**config.mk**
```make
export PLATFORM = sky130hd
export DESIGN_NAME = axl_ps_master_flat
export DESIGN_NICKNAME = d
export VERILOG_FILES = /design/src/rtl/axl_ps_master_if.sv /design/src/rtl/axl_ps_master.sv /design/src/flat_wrapper.sv
export SDC_FILE = /design/constraint.sdc
export NUM_CORES = 1
export LEC_CHECK = 0
export ABC_AREA = 0
export BUFFER_PORTS_ARGS = -buffer_cell sky130_fd_sc_hd__buf_2
export CORE_AREA = 5 5 86 88
export CTS_BUF_LIST = sky130_fd_sc_hd__clkbuf_4 sky130_fd_sc_hd__clkbuf_8 sky130_fd_sc_hd__clkbuf_16
export DETAILED_ROUTE_END_ITERATION = 10
export DIE_AREA = 0 0 91 93
export PLACE_DENSITY_LB_ADDON = 0.1
export SYNTH_ARGS = -nofsm -noshare
export SYNTH_HDL_FRONTEND = slang
export SYNTH_SLANG_ARGS = --single-unit
```
**constraint.sdc**
```tcl
create_clock -name clk -period 1.8 [get_ports clk]
set_input_delay 0.18 -clock clk [delete_from_list [all_inputs] [get_ports clk]]
set_output_delay 0.18 -clock clk [all_outputs]
set_load 0.02 [all_outputs]
```
**src/rtl/axl_ps_master_if.sv**
```systemverilog
// ============================================================================
// Module   : axl_ps_master_if
// Brief    : Command/response port plus AXI-Lite master channels for axl_ps_master.
// Revision : 1.0  initial release
// ============================================================================
`default_nettype none

interface axl_ps_master_if #(
  parameter int ADDR_WIDTH = 4,
  parameter int DATA_WIDTH = 32
);
  logic                  cmd_valid;
  logic                  cmd_ready;
  logic                  cmd_we;
  logic [ADDR_WIDTH-1:0] cmd_addr;
  logic [DATA_WIDTH-1:0] cmd_wdata;
  logic                  rsp_valid;
  logic                  rsp_ready;
  logic [DATA_WIDTH-1:0] rsp_rdata;
  logic                  rsp_err;
  logic [ADDR_WIDTH-1:0] waddr;
  logic                  wavalid;
  logic                  waready;
  logic [DATA_WIDTH-1:0] wdata;
  logic                  wvalid;
  logic                  wready;
  logic                  wresp;
  logic                  bvalid;
  logic                  bready;
  logic [ADDR_WIDTH-1:0] raddr;
  logic                  arvalid;
  logic                  arready;
  logic [DATA_WIDTH-1:0] rdata;
  logic                  rvalid;
  logic                  rready;

  modport master (
    input  cmd_valid, cmd_we, cmd_addr, cmd_wdata, rsp_ready,
    input  waready, wready, wresp, bvalid, arready, rdata, rvalid,
    output cmd_ready, rsp_valid, rsp_rdata, rsp_err,
    output waddr, wavalid, wdata, wvalid, bready, raddr, arvalid, rready
  );

  modport slave (
    output cmd_valid, cmd_we, cmd_addr, cmd_wdata, rsp_ready,
    output waready, wready, wresp, bvalid, arready, rdata, rvalid,
    input  cmd_ready, rsp_valid, rsp_rdata, rsp_err,
    input  waddr, wavalid, wdata, wvalid, bready, raddr, arvalid, rready
  );
endinterface

`default_nettype wire

```
**src/rtl/axl_ps_master.sv**
```systemverilog
// ============================================================================
// Module   : axl_ps_master
// Brief    : Single-outstanding AXI-Lite initiator driven by a valid/ready
//            command port; optional response timeout via AXL_MST_TIMEOUT_EN.
// Revision : 1.0  initial release
// ============================================================================
`default_nettype none

module axl_ps_master #(
  parameter int ADDR_WIDTH     = 4,
  parameter int DATA_WIDTH     = 32,
  parameter int TIMEOUT_CYCLES = 256
) (
  input  logic            clk,
  input  logic            rst,
  axl_ps_master_if.master io_bus
);

  typedef enum logic [2:0] {
    ST_IDLE  = 3'd0,
    ST_WRITE = 3'd1,
    ST_WRESP = 3'd2,
    ST_READ  = 3'd3,
    ST_RDATA = 3'd4,
    ST_RESP  = 3'd5
  } state_t;

  if (TIMEOUT_CYCLES < 2) begin : g_tmo_param_chk
    $error("axl_ps_master: TIMEOUT_CYCLES must be >= 2");
  end

  state_t                r_state;
  state_t                w_state_nxt;
  logic [ADDR_WIDTH-1:0] r_addr;
  logic [DATA_WIDTH-1:0] r_wdata;
  logic [DATA_WIDTH-1:0] r_rsp_rdata;
  logic                  r_rsp_err;
  logic                  r_aw_done;
  logic                  r_w_done;

  logic w_cmd_ready, w_wavalid, w_wvalid, w_bready;
  logic w_arvalid, w_rready, w_rsp_valid;
  logic w_cmd_hs, w_aw_hs, w_w_hs, w_b_hs, w_r_hs;
  logic w_busy, w_fin, w_tmo_hit, w_tmo;

  assign w_busy = (r_state == ST_WRITE) || (r_state == ST_WRESP) ||
                  (r_state == ST_READ)  || (r_state == ST_RDATA);

`ifdef AXL_MST_TIMEOUT_EN
  localparam int c_TMO_W = $clog2(TIMEOUT_CYCLES);

  logic [c_TMO_W-1:0] r_tmo_cnt;

  // Idle and RESP hold the counter at zero, so it starts clean on entry to WRITE/READ.
  always_ff @(posedge clk) begin
    if (rst) begin
      r_tmo_cnt <= '0;
    end else if (w_busy) begin
      r_tmo_cnt <= r_tmo_cnt + 1'b1;
    end else begin
      r_tmo_cnt <= '0;
    end
  end

  assign w_tmo_hit = w_busy && (r_tmo_cnt == c_TMO_W'(TIMEOUT_CYCLES - 1));
`else
  assign w_tmo_hit = 1'b0;
`endif

  always_ff @(posedge clk) begin
    if (rst) begin
      r_state <= ST_IDLE;
    end else begin
      r_state <= w_state_nxt;
    end
  end

  always_comb begin
    w_state_nxt = r_state;
    w_cmd_ready = 1'b0;
    w_wavalid   = 1'b0;
    w_wvalid    = 1'b0;
    w_bready    = 1'b0;
    w_arvalid   = 1'b0;
    w_rready    = 1'b0;
    w_rsp_valid = 1'b0;
    w_fin       = 1'b0;
    case (r_state)
      ST_IDLE: begin
        w_cmd_ready = !rst;
        if (io_bus.cmd_valid && w_cmd_ready) begin
          w_state_nxt = io_bus.cmd_we ? ST_WRITE : ST_READ;
        end
      end
      ST_WRITE: begin
        w_wavalid = !r_aw_done;
        w_wvalid  = !r_w_done;
        // Each channel is finished if it completed earlier or completes now.
        w_fin = (r_aw_done || io_bus.waready) && (r_w_done || io_bus.wready);
        if (w_fin) w_state_nxt = ST_WRESP;
      end
      ST_WRESP: begin
        w_bready = 1'b1;
        w_fin    = io_bus.bvalid;
        if (w_fin) w_state_nxt = ST_RESP;
      end
      ST_READ: begin
        w_arvalid = 1'b1;
        w_fin     = io_bus.arready;
        if (w_fin) w_state_nxt = ST_RDATA;
      end
      ST_RDATA: begin
        w_rready = 1'b1;
        w_fin    = io_bus.rvalid;
        if (w_fin) w_state_nxt = ST_RESP;
      end
      ST_RESP: begin
        w_rsp_valid = 1'b1;
        if (io_bus.rsp_ready) w_state_nxt = ST_IDLE;
      end
      default: w_state_nxt = ST_IDLE;
    endcase
    w_tmo = w_tmo_hit && !w_fin;
    if (w_tmo) w_state_nxt = ST_RESP;
  end

  assign w_cmd_hs = w_cmd_ready && io_bus.cmd_valid;
  assign w_aw_hs  = w_wavalid && io_bus.waready;
  assign w_w_hs   = w_wvalid && io_bus.wready;
  assign w_b_hs   = w_bready && io_bus.bvalid;
  assign w_r_hs   = w_rready && io_bus.rvalid;

  always_ff @(posedge clk) begin
    if (rst) begin
      r_addr      <= '0;
      r_wdata     <= '0;
      r_rsp_rdata <= '0;
      r_rsp_err   <= 1'b0;
      r_aw_done   <= 1'b0;
      r_w_done    <= 1'b0;
    end else begin
      if (w_cmd_hs) begin
        r_addr    <= io_bus.cmd_addr;
        r_aw_done <= 1'b0;
        r_w_done  <= 1'b0;
        if (io_bus.cmd_we) r_wdata <= io_bus.cmd_wdata;
      end
      if (w_aw_hs) r_aw_done <= 1'b1;
      if (w_w_hs)  r_w_done  <= 1'b1;
      if (w_b_hs) begin
        r_rsp_err   <= io_bus.wresp;
        r_rsp_rdata <= '0;
      end
      if (w_r_hs) begin
        r_rsp_rdata <= io_bus.rdata;
        r_rsp_err   <= 1'b0;
      end
      if (w_tmo) begin
        r_rsp_rdata <= '0;
        r_rsp_err   <= 1'b1;
      end
    end
  end

  assign io_bus.cmd_ready = w_cmd_ready;
  assign io_bus.rsp_valid = w_rsp_valid;
  assign io_bus.rsp_rdata = r_rsp_rdata;
  assign io_bus.rsp_err   = r_rsp_err;
  assign io_bus.waddr     = r_addr;
  assign io_bus.wavalid   = w_wavalid;
  assign io_bus.wdata     = r_wdata;
  assign io_bus.wvalid    = w_wvalid;
  assign io_bus.bready    = w_bready;
  assign io_bus.raddr     = r_addr;
  assign io_bus.arvalid   = w_arvalid;
  assign io_bus.rready    = w_rready;

endmodule

`default_nettype wire

```
**src/flat_wrapper.sv**
```systemverilog
// flat-port wrapper written by rule: the top's interface ports become plain ports
module axl_ps_master_flat 
#(
  parameter int ADDR_WIDTH     = 4,
  parameter int DATA_WIDTH     = 32,
  parameter int TIMEOUT_CYCLES = 256
)
  (clk, rst, io_bus_cmd_valid, io_bus_cmd_we, io_bus_cmd_addr, io_bus_cmd_wdata, io_bus_rsp_ready, io_bus_waready, io_bus_wready, io_bus_wresp, io_bus_bvalid, io_bus_arready, io_bus_rdata, io_bus_rvalid, io_bus_cmd_ready, io_bus_rsp_valid, io_bus_rsp_rdata, io_bus_rsp_err, io_bus_waddr, io_bus_wavalid, io_bus_wdata, io_bus_wvalid, io_bus_bready, io_bus_raddr, io_bus_arvalid, io_bus_rready);
  axl_ps_master_if #(.ADDR_WIDTH(ADDR_WIDTH), .DATA_WIDTH(DATA_WIDTH)) io_bus_i ();
  input  logic clk;
  input  logic rst;
  input wire logic [$bits(io_bus_i.cmd_valid)-1:0] io_bus_cmd_valid;
  input wire logic [$bits(io_bus_i.cmd_we)-1:0] io_bus_cmd_we;
  input wire logic [$bits(io_bus_i.cmd_addr)-1:0] io_bus_cmd_addr;
  input wire logic [$bits(io_bus_i.cmd_wdata)-1:0] io_bus_cmd_wdata;
  input wire logic [$bits(io_bus_i.rsp_ready)-1:0] io_bus_rsp_ready;
  input wire logic [$bits(io_bus_i.waready)-1:0] io_bus_waready;
  input wire logic [$bits(io_bus_i.wready)-1:0] io_bus_wready;
  input wire logic [$bits(io_bus_i.wresp)-1:0] io_bus_wresp;
  input wire logic [$bits(io_bus_i.bvalid)-1:0] io_bus_bvalid;
  input wire logic [$bits(io_bus_i.arready)-1:0] io_bus_arready;
  input wire logic [$bits(io_bus_i.rdata)-1:0] io_bus_rdata;
  input wire logic [$bits(io_bus_i.rvalid)-1:0] io_bus_rvalid;
  output wire logic [$bits(io_bus_i.cmd_ready)-1:0] io_bus_cmd_ready;
  output wire logic [$bits(io_bus_i.rsp_valid)-1:0] io_bus_rsp_valid;
  output wire logic [$bits(io_bus_i.rsp_rdata)-1:0] io_bus_rsp_rdata;
  output wire logic [$bits(io_bus_i.rsp_err)-1:0] io_bus_rsp_err;
  output wire logic [$bits(io_bus_i.waddr)-1:0] io_bus_waddr;
  output wire logic [$bits(io_bus_i.wavalid)-1:0] io_bus_wavalid;
  output wire logic [$bits(io_bus_i.wdata)-1:0] io_bus_wdata;
  output wire logic [$bits(io_bus_i.wvalid)-1:0] io_bus_wvalid;
  output wire logic [$bits(io_bus_i.bready)-1:0] io_bus_bready;
  output wire logic [$bits(io_bus_i.raddr)-1:0] io_bus_raddr;
  output wire logic [$bits(io_bus_i.arvalid)-1:0] io_bus_arvalid;
  output wire logic [$bits(io_bus_i.rready)-1:0] io_bus_rready;
  assign io_bus_i.cmd_valid = io_bus_cmd_valid;
  assign io_bus_i.cmd_we = io_bus_cmd_we;
  assign io_bus_i.cmd_addr = io_bus_cmd_addr;
  assign io_bus_i.cmd_wdata = io_bus_cmd_wdata;
  assign io_bus_i.rsp_ready = io_bus_rsp_ready;
  assign io_bus_i.waready = io_bus_waready;
  assign io_bus_i.wready = io_bus_wready;
  assign io_bus_i.wresp = io_bus_wresp;
  assign io_bus_i.bvalid = io_bus_bvalid;
  assign io_bus_i.arready = io_bus_arready;
  assign io_bus_i.rdata = io_bus_rdata;
  assign io_bus_i.rvalid = io_bus_rvalid;
  assign io_bus_cmd_ready = io_bus_i.cmd_ready;
  assign io_bus_rsp_valid = io_bus_i.rsp_valid;
  assign io_bus_rsp_rdata = io_bus_i.rsp_rdata;
  assign io_bus_rsp_err = io_bus_i.rsp_err;
  assign io_bus_waddr = io_bus_i.waddr;
  assign io_bus_wavalid = io_bus_i.wavalid;
  assign io_bus_wdata = io_bus_i.wdata;
  assign io_bus_wvalid = io_bus_i.wvalid;
  assign io_bus_bready = io_bus_i.bready;
  assign io_bus_raddr = io_bus_i.raddr;
  assign io_bus_arvalid = io_bus_i.arvalid;
  assign io_bus_rready = io_bus_i.rready;
  axl_ps_master #(.ADDR_WIDTH(ADDR_WIDTH), .DATA_WIDTH(DATA_WIDTH), .TIMEOUT_CYCLES(TIMEOUT_CYCLES)) u_core (.clk(clk), .rst(rst), .io_bus(io_bus_i));
endmodule
```
==> results of run 1 <==
## layer usage
layer / vias up / share of wire (%)
li1: 1374 / -
met1: 1185 / 43
met2: 103 / 46
met3: 10 / 10
met4: 0 / 1.4
met5: - / 0
## worst min-delay path, cell delays in order
cell,delay [ns]
buf_2,0.08
nand2_1,0.04
nand2_1,0.05
## cells in the mapped netlist, types with 2 or more instances
cell and instances:
dfxtp_1 74, buf_6 3, mux2i_1 2, nand2_1 79, nand3b_1 6, nor3b_2 2, a22oi_1 33, o22ai_1 2
inv_1 2, nor3b_1 2, buf_4 8, clkbuf_1 10, nor2_1 38, and2_1 2, or2b_1 2, a21oi_1 35
buf_2 8
## cell families after synthesis
| family | Yosys count | share of synthesized area, % |
|---|---|---|
| and+or+nand+nor | 139 | 22.3 |
| DFF | 74 | 52.8 |
| buffers and inverters | 31 | 6.38 |
| AOI/OAI and AO/OA | 76 | 17.4 |
| muxes | 3 | 1.12 |
## flip-flops by register name, summed over array words and instances (netlist names)
| name | count |
|---|---|
| u_core.r_state | 3 |
| u_core.io_bus.raddr | 4 |
| u_core.r_aw_done | 1 |
| u_core.io_bus.wdata | 32 |
| u_core.io_bus.rsp_rdata | 32 |
| u_core.r_w_done | 1 |
| u_core.io_bus.rsp_err | 1 |
## cell usage in the layout, fill, tap and decap left out, drive strengths merged
| master | netlist | layout |
|---|---|---|
| and2b | 1 | 1 |
| inv | 2 | 2 |
| or2b | 2 | 2 |
| nand2 | 79 | 79 |
| a2bb2oi | 1 | 1 |
| o22ai | 2 | 2 |
| mux2i | 2 | 2 |
| clkbuf | 10 | 10 |
| nor3b | 4 | 4 |
| nor2 | 38 | 38 |
| and3b | 1 | 1 |
| a21oi | 36 | 36 |
| nor4bb | 1 | 1 |
| clkinv | 0 | 2 |
| nand3 | 1 | 1 |
| or3b | 1 | 1 |
| dfxtp | 74 | 74 |
| o21ai | 1 | 1 |
| nor4 | 1 | 1 |
| and3 | 1 | 1 |
| clkinvlp | 0 | 2 |
| nand3b | 6 | 6 |
| o211ai | 1 | 1 |
| and2 | 2 | 2 |
| bufinv | 0 | 1 |
| a211o | 1 | 1 |
| mux2 | 1 | 1 |
| buf | 19 | 165 |
| a22oi | 33 | 33 |
| o21bai | 1 | 1 |
| nor3 | 1 | 1 |
## per-stage QoR
stage / hold WS [ns] / cells / total power (W) / utilization, % / instance area, µm²
6_report: 0.0380 / 554 / 0.00424 / 58.0 / 3810
5_1_grt: 0.0422 / 554 / 0.00450 / 58.0 / 3810
4_1_cts: 0.0210 / 554 / 0.00430 / 58.0 / 3810
3_5_place_dp: 0.376 / 539 / 0.00304 / 55.0 / 3620
3_3_place_gp: 0.369 / 539 / 0.00302 / 55.0 / 3620
2_1_floorplan: 0.279 / 323 / 0.00270 / - / 2800
## worst max-delay path by stage
stage,startpoint,end,slack [ns],cells past startpoint
3_3_place_gp,u_core.r_state[0],u_core.r_state[1],0.14,4
5_1_grt,u_core.r_state[0],u_core.r_state[1],0.01,4
3_5_place_dp,u_core.r_state[2],u_core.io_bus.rsp_rdata[1],0.08,5
2_1_floorplan,u_core.r_state[0],u_core.r_state[1],0.25,5
4_1_cts,u_core.r_state[2],u_core.io_bus.rsp_rdata[1],0.07,5
6_report,u_core.r_state[0],u_core.r_state[1],0.10,4
## layout make-up
| class | instances | area (µm²) |
|---|---|---|
| fillers | 640 | 2760 |
| flip-flops and latches | 74 | 1480 |
| multi-input cells | 218 | 1160 |
| repair buffers | 165 | 868 |
| clock buffers | 10 | 138 |
| well taps | 80 | 100 |
| clock inverters | 5 | 55.1 |
| inverters | 2 | 7.51 |
## timing repair
item / CTS / global route
buffers inserted: 0 / 0
setup endpoints to repair: 0 / 32
endpoints found under the hold margin: 0 / 0
resized for setup: 0 / 2
hold buffers: 0 / 0
## power groups by stage
| stage | Sequential (W) | Combinational [W] | Clock [W] |
|---|---|---|---|
| detailed placement | 0.00196 | 0.00108 | 0 |
| floorplan | 0.00204 | 0.000659 | 0 |
| global placement | 0.00196 | 0.00107 | 0 |
| global route | 0.00196 | 0.00117 | 0.00137 |
| finish | 0.00193 | 0.00106 | 0.00125 |
| CTS | 0.00193 | 0.00108 | 0.00129 |
==> impl_metrics.yaml, run 1 <==
worst_setup_path:
  critPathMaxStageDelay_ns: 0.66
  cp.required_ns: 2.02
  cp_slowest_cell: "dfxtp_1"
  reg2reg_from: "u_core.r_state[0]"
  end_kind: "register"
  crit_chain: "nor3b_2, a22oi_1, o211ai_2, mux2_2"
  path_delay_family: "flip-flops"
  r2r_end: "u_core.r_state[1]"
  cp.arrival_ns: 1.92
  criticalPathCategory: "register to register"
  start_kind: "register"
  crit_buf_inv: 0
  reg2reg_depth: 4
  reg2reg_slack_ns: 0.10
  critPathMaxFanout: 13
grt:
  grt_start_max_net_pins: 53
  grt_pass1_wl_um: 12000
  grt_usage_pct: 17.0
  grt_pass1_vias: 2648
  gr-usage-met2_pct: 28.1
  antenna_found_initial: 0
  gr-usage-met3_pct: 6.19
  grt-busiest-layer: "met2"
  use_met1_pct: 19.7
  overflow: 0
power_and_ir_drop:
  intPower_w: 0.00288
  irDropWorstVdd_v: 0.000579
  p_seq_share_pct: 45.5
  p_leak_nw: 1.82
  p_comb_share_pct: 25.1
  pwr_density_cell_nw_per_um2: 1110
  swShare_pct: 32.1
  clkPwrFrac_pct: 29.4
  power.switching_w: 0.00136
logic_synthesis:
  yosys_warnings: 0
  syn-mean-instance-area_um2: 8.68
  synth.top_cell.area_share_pct: 52.8
  synthesis.area_um2: 2800
  ys_seq_area_share_pct: 52.8
  synth.net_count: 402
  syn_inst: 323
  yosys.area.top_type: "dfxtp_1"
  ys_types: 32
  ys_async_sr_fraction_pct: 0
  synth_seq_cells: 74
  synth_edf_count: 0
  synth_area_leaders: "dfxtp_1 (53%), nand2_1 (11%), a22oi_1 (8.8%)"
  synth_flop_cell: "dfxtp_1"
cts:
  cts_root_buf: "clkbuf_8"
  clock-sinks: 74
  cts_max_level: 3
  numCtsBuffers: 9
  clockBufferDepth: 2
  clk_latency_ns: 0.33
  clk_pin_slew_worst_paths_ns: 0.07
  cts_tree: "yes"
timing:
  hold_viol: 0
  worst_slack_ns: 0.104
  period_minus_slack_ns: 1.70
  fin_crit_sh_pct: 94.2
  relSlewSlack_pct: 64.2
  final-setup-viol-count: 0
  rsz0062_at_grt: "false"
  tightest_slew_ns: 0.536
  max_freq_ghz: 0.590
  setup_tns_ns: 0
  maxSlewViolCount: 0
  skew_ns: 0.00676
routing:
  drt_pass1_iterations: 4
  dr_total_vias: 2672
  wl_per_cell_um: 13.3
  drt-total-wl_um: 7340
  drtIter0Drc: 89
  drc: 0
  detail-route-antenna-nets: 0
  viasPerCell: 4.82
floorplan:
  die_x_um: 91
  start_util_pct: 42.7
  ios: 159
  die_h_um: 93
  dieArea_um2: 8460
  num_rows: 30
  core-area_um2: 6570
worst_hold_path:
  hp-class: "primary input to register"
  worstHoldStart: "io_bus_cmd_addr[2]"
  min_to: "u_core.io_bus.raddr[2]"
  min_delay_path_depth: 3
final_layout:
  layout.nets: 549
  layout-drive-gt1-share_pct: 40.3
  areaGrowthSynthToFinish_pct: 35.9
  diodes: 0
placed_design:
  dp_slack_ns: 0.0836
  io_buffers: 158
  hpwlAfterDp_um: 5170
  gp_congestion: 0.719
status:
  status: "complete, no violations"
flow_run:
  max-cap-violations: 0
No activity file was read; power rests on OpenSTA's default activity.
==> inputs of run 2 (changes only) <==
--- a/config.mk
+++ b/config.mk
@@ -6,11 +6,11 @@
 export NUM_CORES = 1
 export LEC_CHECK = 0
 export ABC_AREA = 0
-export BUFFER_PORTS_ARGS = -buffer_cell sky130_fd_sc_hd__buf_2
-export CORE_AREA = 5 5 86 88
+export CORE_AREA = 5 5 78 80
 export CTS_BUF_LIST = sky130_fd_sc_hd__clkbuf_4 sky130_fd_sc_hd__clkbuf_8 sky130_fd_sc_hd__clkbuf_16
 export DETAILED_ROUTE_END_ITERATION = 10
-export DIE_AREA = 0 0 91 93
+export DIE_AREA = 0 0 83 85
+export DONT_BUFFER_PORTS = 1
 export PLACE_DENSITY_LB_ADDON = 0.1
 export SYNTH_ARGS = -nofsm -noshare
 export SYNTH_HDL_FRONTEND = slang
==> impl_metrics.yaml, run 2 (synthesis gave the netlist of run 1 again) <==
status:
  status: "complete, no violations"
routing:
  viasPerCell: 5.37
  wl_per_cell_um: 16.2
  drtIter0Drc: 141
  dr_total_vias: 2460
  drt-total-wl_um: 7440
  detail-route-antenna-nets: 0
  drc: 0
  drt_pass1_iterations: 4
final_layout:
  mostFrequentLayoutCells: "nand2_1 (79), dfxtp_1 (73), dlygate4sd3_1 (66)"
  mostFrequentLayoutCell: "nand2_1"
  final_area_um2: 3720
  areaGrowthSynthToFinish_pct: 32.7
  diodes: 0
  layout-drive-gt1-share_pct: 9.33
  layout.nets: 460
  instances_no_fill: 458
placed_design:
  place_inst: 375
  hpwlAfterDp_um: 4330
  gp_congestion: 0.701
  placedInstanceArea_um2: 2830
  io_buffers: 0
timing:
  period_minus_slack_ns: 1.69
  hold_viol: 0
  setup_tns_ns: 0
  maxSlewViolCount: 0
  relSlewSlack_pct: 70.3
  skew_ns: 0.00749
  tightest_slew_ns: 0.445
  fin_crit_sh_pct: 93.8
  final-setup-viol-count: 0
  max_freq_ghz: 0.592
  rsz0062_at_grt: "true"
  hold_ws_ns: 0.0148
worst_setup_path:
  criticalPathCategory: "register to output port"
  critPathMaxFanout: 12
  reg2reg_from: "u_core.r_state[0]"
  cp.required_ns: 1.62
  start_kind: "register"
  reg2reg_depth: 6
  crit_start: "u_core.r_state[1]"
  cp.arrival_ns: 1.51
  end_kind: "output port"
power_and_ir_drop:
  p_seq_share_pct: 50.0
  intPower_w: 0.00282
  pwr_density_cell_nw_per_um2: 1130
  clkPwrFrac_pct: 30.4
  irDropWorstVdd_v: 0.000625
  p_leak_nw: 1.38
  swShare_pct: 32.7
  p_comb_share_pct: 19.5
  power_w: 0.00419
  power.switching_w: 0.00137
flow_run:
  max-cap-violations: 0
worst_hold_path:
  worstHoldStart: "io_bus_rdata[1]"
  hp-class: "primary input to register"
  min_delay_path_depth: 2
grt:
  grt_usage_pct: 21.1
  grt_pass1_vias: 2452
  grt_pass1_wl_um: 12300
  antenna_found_initial: 0
  overflow: 0
  grt_start_max_net_pins: 70
cts:
  cts_max_level: 3
  cts_tree: "yes"
  clockBufferDepth: 2
  clk_latency_ns: 0.34
  clock-sinks: 74
  numCtsBuffers: 9
  cts_root_buf: "clkbuf_8"
  post_cts_buffers: 0
  clk_pin_slew_worst_paths_ns: 0.08
floorplan:
  dieArea_um2: 7060
  ios: 159
  core-area_um2: 5340
  num_rows: 27
  die_h_um: 85
  die_x_um: 83
  start_util_pct: 52.5
## run 2: metal layers
metal	up-vias	part of all wire (%)	GRT usage (%)
met5	-	0	0
met4	0	1.7	10.1
met3	14	9.6	8.45
met2	113	51	34.6
met1	1130	38	24.0
li1	1203	-	-
## run 2: worst max-delay path: stages, from the launching register on
cell	delay [ns]
dfxtp_1	0.43
buf_4	0.21
nor2_1	0.11
nand2_1	0.10
nor2_1	0.33
## run 2: area by class of cell
type / count / area (µm²)
Clock inverter: 7 / 77.6
Timing Repair Buffer: 76 / 781
Clock buffer: 9 / 124
Sequential cell: 74 / 1480
Multi-Input combinational cell: 218 / 1160
Fill cell: 438 / 1620
Inverter: 2 / 7.51
Tap cell: 72 / 90.1
## run 2: stage by stage
step | util (%) | setup slack (ns)
2_1_floorplan | - | 0.250
3_3_place_gp | 53.0 | 0.188
3_5_place_dp | 53.0 | 0.0993
6_report | 69.7 | 0.112
4_1_cts | 69.5 | 0.0750
5_1_grt | 69.7 | -0.0564
## run 2: worst paths after layout
check | to | slack (ns)
worst min-delay path | u_core.io_bus.rsp_rdata[1] | 0.01
worst max-delay path | io_bus_wavalid | 0.11
worst min register to register | u_core.r_aw_done | 0.49
worst max register to register | u_core.io_bus.rsp_rdata[13] | 0.17
## run 2: power by group through the flow
stage,Clock [W],Combinational [W],Sequential (W)
after floorplan,0,0.000659,0.00204
after global placement,0,0.000663,0.00213
after detailed placement,0,0.000674,0.00213
after CTS,0.00131,0.000823,0.00210
after global routing,0.00139,0.000916,0.00212
final,0.00128,0.000819,0.00210
## run 2: timing repair
item / CTS / global route
setup endpoints to repair: 0 / 34
gates resized for setup: 0 / 1
hold endpoints to repair: 72 / 1
hold buffers: 66 / 1
==> inputs of run 3 (changes only) <==
--- a/config.mk
+++ b/config.mk
@@ -6,10 +6,10 @@
 export NUM_CORES = 1
 export LEC_CHECK = 0
 export ABC_AREA = 0
-export CORE_AREA = 5 5 78 80
+export CORE_AREA = 5 5 57 109
 export CTS_BUF_LIST = sky130_fd_sc_hd__clkbuf_4 sky130_fd_sc_hd__clkbuf_8 sky130_fd_sc_hd__clkbuf_16
 export DETAILED_ROUTE_END_ITERATION = 10
-export DIE_AREA = 0 0 83 85
+export DIE_AREA = 0 0 62 114
 export DONT_BUFFER_PORTS = 1
 export PLACE_DENSITY_LB_ADDON = 0.1
 export SYNTH_ARGS = -nofsm -noshare
==> impl_metrics.yaml, run 3 (synthesis gave the netlist of run 1 again) <==
status:
  status: "complete, no violations"
grt:
  overflow: 0
  grt_pass1_wl_um: 11300
  antenna_found_initial: 0
  grt_start_max_net_pins: 72
  grt_usage_pct: 21.5
  grt_pass1_vias: 2390
floorplan:
  dieArea_um2: 7070
  ios: 159
  core-area_um2: 5330
  start_util_pct: 52.7
  die_h_um: 114
  die_x_um: 62
  num_rows: 38
worst_setup_path:
  path_delay_family: "flip-flops"
  cp.arrival_ns: 1.94
  reg2reg_from: "u_core.r_state[0]"
  start_kind: "register"
  cp.required_ns: 2.03
  crit_chain: "nor3b_2, a22oi_1, o211ai_2, mux2_2"
  criticalPathCategory: "register to register"
  crit_buf_inv: 0
  crit_start: "u_core.r_state[0]"
  cp_slowest_cell: "dfxtp_1"
  critPathMaxFanout: 13
  critPathMaxStageDelay_ns: 0.65
  end_kind: "register"
final_layout:
  areaGrowthSynthToFinish_pct: 33.3
  diodes: 0
  fillers: 400
  mostFrequentLayoutCell: "nand2_1"
  layout.nets: 461
  final_area_um2: 3740
  layout-drive-gt1-share_pct: 9.82
  mostFrequentLayoutCells: "nand2_1 (79), dfxtp_1 (72), dlygate4sd3_1 (66)"
placed_design:
  dp_slack_ns: 0.111
  io_buffers: 0
  gp_congestion: 0.760
  placedInstanceArea_um2: 2810
  hpwlAfterDp_um: 4620
timing:
  hold_viol: 0
  period_minus_slack_ns: 1.72
  setup_tns_ns: 0
  tightest_slew_ns: 0.513
  maxSlewViolCount: 0
  relSlewSlack_pct: 65.8
  max_freq_ghz: 0.582
  hold_ws_ns: 0.0255
  skew_ns: 0.00551
  worst_slack_ns: 0.0822
  final-setup-viol-count: 0
  fin_crit_sh_pct: 95.4
worst_hold_path:
  worstHoldStart: "io_bus_rdata[1]"
  hp-class: "primary input to register"
routing:
  dr_total_vias: 2481
  viasPerCell: 5.55
  detail-route-antenna-nets: 0
  wl_per_cell_um: 17.2
  drtIter0Drc: 170
  drc: 0
  drt_pass1_iterations: 7
  drt-total-wl_um: 7690
cts:
  cts_root_buf: "clkbuf_8"
  clk_latency_ns: 0.34
  post_cts_buffers: 0
  clk_pin_slew_worst_paths_ns: 0.07
  clock-sinks: 74
  clockBufferDepth: 2
  numCtsBuffers: 9
  cts_max_level: 3
  cts_tree: "yes"
power_and_ir_drop:
  p_leak_nw: 1.40
  power_w: 0.00439
  pwr_density_cell_nw_per_um2: 1170
  irDropWorstVdd_v: 0.000914
flow_run:
  max-cap-violations: 0
run 3: cell types whose count changed in the layout (fill, tap and decap cells not counted), sizes merged:
cell	change
buf	+1
bufinv	+1
clkbuf	+3
clkinv	-2
inv	-2
run 3: power by group:
part / total (W) / switching, W / internal [W]
combinational: 0.000799 / 0.000418 / 0.000380
clock: 0.00147 / 0.000574 / 0.000891
sequential: 0.00213 / 0.000345 / 0.00178
run 3: timing repair:
| item | 4_1_cts | 5_1_grt |
|---|---|---|
| hold buffers | 66 | 1 |
| setup endpoints to repair | 0 | 10 |
| hold endpoints to repair | 73 | 1 |
| gates resized for setup | 0 | 2 |
run 3: area by class of cell:
type	count	area [µm²]	share of cell area, %
sequential	74	1480	39.7
clock inverter	4	72.6	1.94
multi-input combinational	218	1160	31.0
timing repair buffer	77	776	20.7
inverter	2	7.51	0.201
clock buffer	12	165	4.42
tap	60	75.1	2.01
run 3: worst paths after layout:
kind	end	slack, ns	cells past startpoint
max	u_core.r_state[1]	0.08	4
min	u_core.io_bus.rsp_rdata[1]	0.03	2
max reg2reg	u_core.r_state[1]	0.08	4
min reg2reg	u_core.r_aw_done	0.49	2
run 3: metrics by stage:
stage	instances	util, %
6_report	447	70.2
5_1_grt	447	70.2
4_1_cts	446	70.0
3_5_place_dp	364	52.8
3_3_place_gp	364	52.8
2_1_floorplan	323	-
run 3: worst reg2reg max path: cells and delay by family, from the launching register on:
family	cells	cell delay, ns
mux	1	0.37
compound gates	2	0.25
flops	1	0.65
simple gates	1	0.35
run 3: metal layers:
metal | track usage (%) | vias up | wire length, µm
met5 | 0 | - | 0
met2 | 34.9 | 119 | 4010
met3 | 8.27 | 19 | 811
met1 | 23.2 | 1139 | 2650
li1 | - | 1204 | -
met4 | 10.8 | 0 | 225
